$ cat src/rtl/quick_spi.sv
// quick_spi: single-domain SPI master with write and read-after-command modes.
// SCLK runs at clk/2; CPOL/CPHA select idle level and sampling edge.
module quick_spi #(
    parameter int INCOMING_DATA_WIDTH = 8,
    parameter int OUTGOING_DATA_WIDTH = 16,
    parameter int CPOL = 0,
    parameter int CPHA = 0
) (
    input  logic                           clk,
    input  logic                           reset_n,
    input  logic                           enable,
    input  logic                           start_transaction,
    input  logic [1:0]                     slave,
    input  logic                           operation,
    output logic                           end_of_transaction,
    output logic [INCOMING_DATA_WIDTH-1:0] incoming_data,
    input  logic [OUTGOING_DATA_WIDTH-1:0] outgoing_data,
    output logic                           mosi,
    input  logic                           miso,
    output logic                           sclk,
    output logic [1:0]                     ss_n
);

    localparam int RD_BITS = 8 + INCOMING_DATA_WIDTH;
    localparam int TX_W = (OUTGOING_DATA_WIDTH > RD_BITS) ?
                          OUTGOING_DATA_WIDTH : RD_BITS;
    localparam int CW = $clog2(2 * TX_W) + 1;
    localparam logic IDLE_LVL = 1'(CPOL);
    localparam logic PHA = 1'(CPHA);

    typedef enum logic [1:0] {
        S_IDLE,
        S_ACTIVE,
        S_END
    } state_t;

    state_t state, state_next;

    logic                           op_q;
    logic [1:0]                     slave_q;
    logic [TX_W-1:0]                sh;
    logic [TX_W-1:0]                tx_load;
    logic [INCOMING_DATA_WIDTH-1:0] rx;
    logic [INCOMING_DATA_WIDTH-1:0] rx_next;
    logic [CW-1:0]                  cnt;
    logic [CW-1:0]                  last_cnt;
    logic                           last;
    logic                           capture;
    logic                           advance;
    logic                           go;

    assign go = enable && start_transaction;

    // Left-aligned transmit image: full word for writes, command byte for reads.
    always_comb begin
        tx_load = '0;
        if (operation)
            tx_load[TX_W-1 -: OUTGOING_DATA_WIDTH] = outgoing_data;
        else
            tx_load[TX_W-1 -: 8] = outgoing_data[OUTGOING_DATA_WIDTH-1 -: 8];
    end

    // Half-period bookkeeping: even cnt = first half of a bit, odd = second.
    always_comb begin
        last_cnt = op_q ? CW'(2 * OUTGOING_DATA_WIDTH - 1) : CW'(2 * RD_BITS - 1);
        last     = (cnt == last_cnt);
        capture  = !op_q && (cnt >= CW'(16)) && (cnt[0] == PHA);
        advance  = (cnt[0] == ~PHA);
        rx_next  = capture ? ((rx << 1) | INCOMING_DATA_WIDTH'(miso)) : rx;
    end

    // State register.
    always_ff @(posedge clk or negedge reset_n) begin
        if (!reset_n)
            state <= S_IDLE;
        else
            state <= state_next;
    end

    // Next-state logic; dropping enable aborts an active transfer.
    always_comb begin
        state_next = state;
        unique case (state)
            S_IDLE:   if (go) state_next = S_ACTIVE;
            S_ACTIVE: begin
                if (!enable)
                    state_next = S_IDLE;
                else if (last)
                    state_next = S_END;
            end
            S_END:    state_next = S_IDLE;
            default:  state_next = S_IDLE;
        endcase
    end

    // Decoded outputs: selects only while active, pulse during END.
    always_comb begin
        ss_n               = (state == S_ACTIVE) ? ~slave_q : 2'b11;
        end_of_transaction = (state == S_END);
    end

    // Shift datapath, SCLK generation and read result capture.
    always_ff @(posedge clk or negedge reset_n) begin
        if (!reset_n) begin
            op_q          <= 1'b0;
            slave_q       <= 2'b00;
            sh            <= '0;
            rx            <= '0;
            cnt           <= '0;
            mosi          <= 1'b0;
            sclk          <= IDLE_LVL;
            incoming_data <= '0;
        end else begin
            unique case (state)
                S_IDLE: begin
                    sclk <= IDLE_LVL;
                    cnt  <= '0;
                    if (go) begin
                        op_q    <= operation;
                        slave_q <= slave;
                        rx      <= '0;
                        if (PHA) begin
                            sh   <= tx_load;
                            mosi <= 1'b0;
                        end else begin
                            sh   <= tx_load << 1;
                            mosi <= tx_load[TX_W-1];
                        end
                    end else begin
                        mosi <= 1'b0;
                    end
                end
                S_ACTIVE: begin
                    if (!enable || last) begin
                        sclk <= IDLE_LVL;
                        mosi <= 1'b0;
                        cnt  <= '0;
                        if (enable && !op_q)
                            incoming_data <= rx_next;
                    end else begin
                        cnt  <= cnt + 1'b1;
                        sclk <= cnt[0] ? IDLE_LVL : ~IDLE_LVL;
                        rx   <= rx_next;
                        if (advance) begin
                            mosi <= sh[TX_W-1];
                            sh   <= sh << 1;
                        end
                    end
                end
                default: begin
                    sclk <= IDLE_LVL;
                    mosi <= 1'b0;
                    cnt  <= '0;
                end
            endcase
        end
    end

endmodule

$ cat config.mk
export PLATFORM = sky130hd
export DESIGN_NAME = quick_spi
export DESIGN_NICKNAME = d
export VERILOG_FILES = /design/src/rtl/quick_spi.sv
export SDC_FILE = /design/constraint.sdc
export NUM_CORES = 1
export LEC_CHECK = 0
export ABC_AREA = 1
export CELL_PAD_IN_SITES_DETAIL_PLACEMENT = 0
export CELL_PAD_IN_SITES_GLOBAL_PLACEMENT = 1
export CORE_ASPECT_RATIO = 1.1
export CORE_MARGIN = 2
export CORE_UTILIZATION = 41
export CTS_CLUSTER_DIAMETER = 100
export DETAILED_ROUTE_END_ITERATION = 7
export PLACE_DENSITY = 0.95
export SLEW_MARGIN = 40
export SYNTH_ARGS = -nofsm -noshare
export SYNTH_HDL_FRONTEND = slang
export SYNTH_SLANG_ARGS = --single-unit
$ cat constraint.sdc
create_clock -name clk -period 3.34 [get_ports clk]
set_clock_uncertainty 0.2 [all_clocks]
set_input_delay 0.835 -clock clk [delete_from_list [all_inputs] [get_ports clk]]
set_output_delay 0.835 -clock clk [all_outputs]
set_load 0.01 [all_outputs]
# [Word-level counts from Yosys, hierarchy flattened]
# Cells that the tools add are included.
[totals] reg_bits=45 input_bits=24 out_inout_bits=13 elab_cells=59
[op_classes] n_addsub=1 order_cmp=1 eq_ne=8 n_mux=23 n_bitwise=3 reduce_logical=14
[ops] cell="16-bit 2-to-1 mux" n=3
[ops] cell="8-bit 2-to-1 mux" n=4
[ops] cell="16-bit one-hot mux with 2 select lines" n=1
[ops] cell="8-bit one-hot mux with 2 select lines" n=1
[ops] cell="6-bit 2-to-1 mux" n=2
[ops] cell="2-bit 2-to-1 mux" n=4
[ops] cell="8-bit by 1-bit bitwise OR with 8-bit output" n=1
[ops] cell="6-bit by 1-bit adder with 6-bit output (second input constant)" n=1
[ops] cell="6-bit by 5-bit equality test with 1-bit output (second input constant)" n=1
[ops] cell="6-bit by 5-bit >= comparator with 1-bit output (second input constant)" n=1
[ops] cell="1-bit 2-to-1 mux" n=6
[ops] cell="2-bit inequality test (second input constant)" n=3
[ops] cell="3-bit AND reduction" n=2
[ops] cell="1-bit logical AND" n=4
[ops] cell="2-bit one-hot mux with 2 select lines" n=1
[ops] cell="2-bit AND reduction" n=2
[ops] cell="4-bit AND reduction" n=1
[ops] cell="3-bit by 2-bit inequality test with 1-bit output (second input constant)" n=1
[ops] cell="3-bit inequality test (second input constant)" n=1
[ops] cell="2-bit by 1-bit equality test with 1-bit output (second input constant)" n=1
[ops] cell="2-bit equality test (second input constant)" n=1
[ops] cell="1-bit logical NOT" n=2
[ops] cell="2-bit logical NOT" n=1
[ops] cell="2-bit NOT" n=1
[ops] cell="other kinds (4)" n=4

# [Logic depth before layout (Yosys ltp)]
[depth] word_depth=6 ltp_mapped=10 mapped_depth_nobuf=9

# [Worst setup path before layout]
# OpenSTA, ideal clock, no wires.
[synth_path] path_type="flip-flop to output port" start="reg state[1]" end="out ss_n[0]" arrival_time_ns=1.027 required_time_ns=2.305 path_slack_ns=1.278 stages_incl_launch_ff=6 n_path_buf=1 path_cell_list="dfrtp_1 -> inv_2 -> nand2_4 -> inv_4 -> clkbuf_1 -> nand2_1"
[synth_between] elab_chain_len=2
[synth_rtl] element="start: declaration" line="37" rtl="state_t state, state_next;"
[synth_rtl] element="start signal: assignment" line="77" rtl="state <= state_next;"
[synth_rtl] element="2-bit by 1-bit equality test with 1-bit output" line="98" rtl="ss_n = (state == S_ACTIVE) ? ~slave_q : 2'b11;"
[synth_rtl] element="2-bit 2-to-1 mux" line="98"
[synth_rtl] element="end: declaration" line="21" rtl="output logic [1:0] ss_n"
# Every way passes these cells.

# [Final worst setup path]
[layout_path] start="reg state[1]" end="out ss_n[1]"
# Same word-level chain as after synthesis.

==> results.sh <==
export IMPL_run_status="completed"
export IMPL_synth_xor_area_frac=0
export IMPL_synth_top_area_frac=0.500
export IMPL_switching_share=0.292
export IMPL_die_area_um2=5850
export IMPL_place_area_um2=2530
export IMPL_grt_pass1_wl_mm=7.70
export IMPL_ys_seq_area_frac=0.500
export IMPL_synth_top_cells_by_area="dfrtp_1, nand2_1, nand3_1"
export IMPL_worstMarginPinSlew_ns=0.532
export IMPL_worstPathArrival_ns=1.71
export IMPL_avgSynthCellArea_um2=7.80
export IMPL_worstPathRequired_ns=2.30
export IMPL_hold_ws_ns=0.282
export IMPL_ys_warn_count=0
export IMPL_reg2regPathDepth=9
export IMPL_dp_final_hpwl_mm=3.00
export IMPL_num_rows=27
export IMPL_initial_core_util=0.428
export IMPL_setup_violations=0
export IMPL_area_growth_pct=20.9
export IMPL_path_class="reg2out"
export IMPL_yosys_area_top_type="dfrtp_1"
export IMPL_num_antenna_cells=0
export IMPL_ir_worst_vdd_mv=0.257
export IMPL_setup_tns_final_ns=0
export IMPL_min_period_ns=2.74
export IMPL_register_area_um2=1080
export IMPL_synth_main_ff_cell="dfrtp_1"
export IMPL_grt_pass1_vias=1730
export IMPL_gp_congestion=0.774
export IMPL_viasPerCell=4.92
export IMPL_drt_iter0_drc=128
export IMPL_die_w_um=73.1
export IMPL_synth_top_family_by_area="simple AND/OR/NAND/NOR gates"
export IMPL_synth_cells=276
export IMPL_cts_tree="built"
export IMPL_cts_buffer_depth=2
export IMPL_routed_wl_mm=4.44
export IMPL_start_kind="flip-flop"
export IMPL_grt_max_degree=44
export IMPL_final_cell_count_no_fill=367
export IMPL_worstHoldPathType="reg2reg"
export IMPL_power_total_uw=1140
export IMPL_routedWlPerCell_um=12.1
export IMPL_cts_resized=0
export IMPL_dp_cells=361
export IMPL_rsz0062_at_grt="no"
export IMPL_fp_coreArea_um2=5030
export IMPL_holdPathStages=2
export IMPL_finalHoldViolations=0
export IMPL_numClockSinks=43
export IMPL_nets=335
export IMPL_htreeDepth=2
export IMPL_ant_nets=0
export IMPL_syn_nets=301
export IMPL_path_clk_slew_ns=0.08
export IMPL_drcViolationCount=0
export IMPL_synth_most_common_cell="nand2_1"
export IMPL_fillCellCount=499
export IMPL_synthAdderAreaFrac=0.00581
export IMPL_maxCapViolCount=0
export IMPL_antenna_found_initial=0
export IMPL_io_buffers=36
export IMPL_syn_area_um2=2150
export IMPL_die_h_um=80.0
export IMPL_overflow=0
export IMPL_p_int_uw=807
export IMPL_power_net_switching_uw=333
export IMPL_clockPowerShare=0.265
export IMPL_dr_pass1_iters=4
export IMPL_post_route_cell_area_um2=2600
export IMPL_drive_gt1_frac=0.117
export IMPL_synth_compound_area_frac=0.0139
export IMPL_p_per_area_nw_per_um2=438
export IMPL_cts_buffers=5
export IMPL_finalMaxSlewViolations=0
export IMPL_ys_ff_latch=43
export IMPL_synth_simple_area_share=0.431
export IMPL_synth_cell_types=23
export IMPL_yosys_top_cells_count="nand2_1, dfrtp_1, nand3_1"
export IMPL_synthMuxAreaShare=0
export IMPL_crit_path_max_fanout=26
export IMPL_cts_hold_buf=0
export IMPL_relSlewSlack=0.645
export IMPL_endpoint_kind="output pin"
export IMPL_maxClockFrequency_mhz=365
export IMPL_track_usage=0.168
export IMPL_io_pins=37
export IMPL_p_seq_frac=0.546
export IMPL_combPwrFrac=0.188
export IMPL_clockRootBuffer="clkbuf_8"
export IMPL_multi_input_area_um2=971
export IMPL_worstSkewPairLatency_ns=0.29
export IMPL_routed_via_count=1804
export IMPL_synthArstFlopShare=1.00
export IMPL_synth_edff_count=0
export IMPL_cts_setup_buffers=0
export IMPL_fin_crit_sh=0.821
export IMPL_p_leak_uw=0.00137
[placed cells by master (no fill, tap or decap), types with 2 or more instances in the layout]
master / synthesis / final
inv_1: 8 / 8
nor2_2: 3 / 3
clkdlybuf4s50_1: 0 / 35
dfrtp_1: 43 / 43
clkbuf_8: 0 / 5
a21oi_1: 3 / 3
nor2_4: 2 / 2
nand3_1: 42 / 42
nand2_1: 125 / 125
inv_2: 3 / 3
nand2_2: 14 / 14
nand2_4: 5 / 5
nor2_1: 9 / 9
o21ai_0: 3 / 3
[power by group through the flow]
stage	clock network (µW)	registers [µW]	logic, µW
after CTS	311	623	219
after detailed placement	0	632	217
after floorplan	0	626	148
after global placement	0	633	213
after global routing	333	632	246
final	302	623	215
[registers in the layout, summed over array words and instances (netlist names)]
name,cells
slave_q,2
state,2
cnt,5
incoming_data,8
sh,15
rx,8
op_q,1
mosi,1
sclk,1
[path summary, 6_finish.rpt]
| path | start | to | slack [ns] |
|---|---|---|---|
| min reg2reg | incoming_data[0]$_DFFE_PN0P_ | incoming_data[0]$_DFFE_PN0P_ | 0.28 |
| max | state[1]$_DFFE_PN0P_ | ss_n[1] | 0.60 |
| min in group asynchronous | reset_n | sh[3]$_DFFE_PN0P_ | 0.32 |
| max in group asynchronous | reset_n | incoming_data[7]$_DFFE_PN0P_ | 2.25 |
| max reg2reg | sclk$_DFF_PN0_ | sh[2]$_DFFE_PN0P_ | 1.26 |
| min | incoming_data[0]$_DFFE_PN0P_ | incoming_data[0]$_DFFE_PN0P_ | 0.28 |
[per-stage QoR]
step	utilization	worst slack (ns)
final	0.517	0.598
after CTS	0.517	0.575
after detailed placement	0.503	0.540
after global placement	0.502	0.588
after floorplan	-	1.28
after global routing	0.517	0.474
[area by class of cell]
| class | instances | share of cell area |
|---|---|---|
| multi-input combinational | 211 | 0.373 |
| clock buffer | 6 | 0.0279 |
| tap | 58 | 0.0279 |
| timing repair buffer | 36 | 0.137 |
| sequential | 43 | 0.413 |
| inverter | 13 | 0.0202 |
[metal layers]
layer  up-vias  global-route usage  share of wire
li1        934                   -              -
met1       821               0.231           0.48
met2        40               0.260           0.45
met3         9              0.0341          0.044
met4         0              0.0593          0.017
met5         -                   0              0
[critical path: stages, from the launching register on]
cell	delay, ns
dfrtp_1	0.39
inv_2	0.08
nand2_4	0.10
inv_4	0.25
nand2_1	0.10
clkdlybuf4s50_1	0.49
[logic make-up after synthesis]
logic type / Yosys count
AO/OA/AOI/OAI: 6
adder cells (fa/ha/maj): 1
flip-flops: 43
AND/OR/NAND/NOR: 204
buffers and inverters: 22
(Power assumes the default switching activity.)
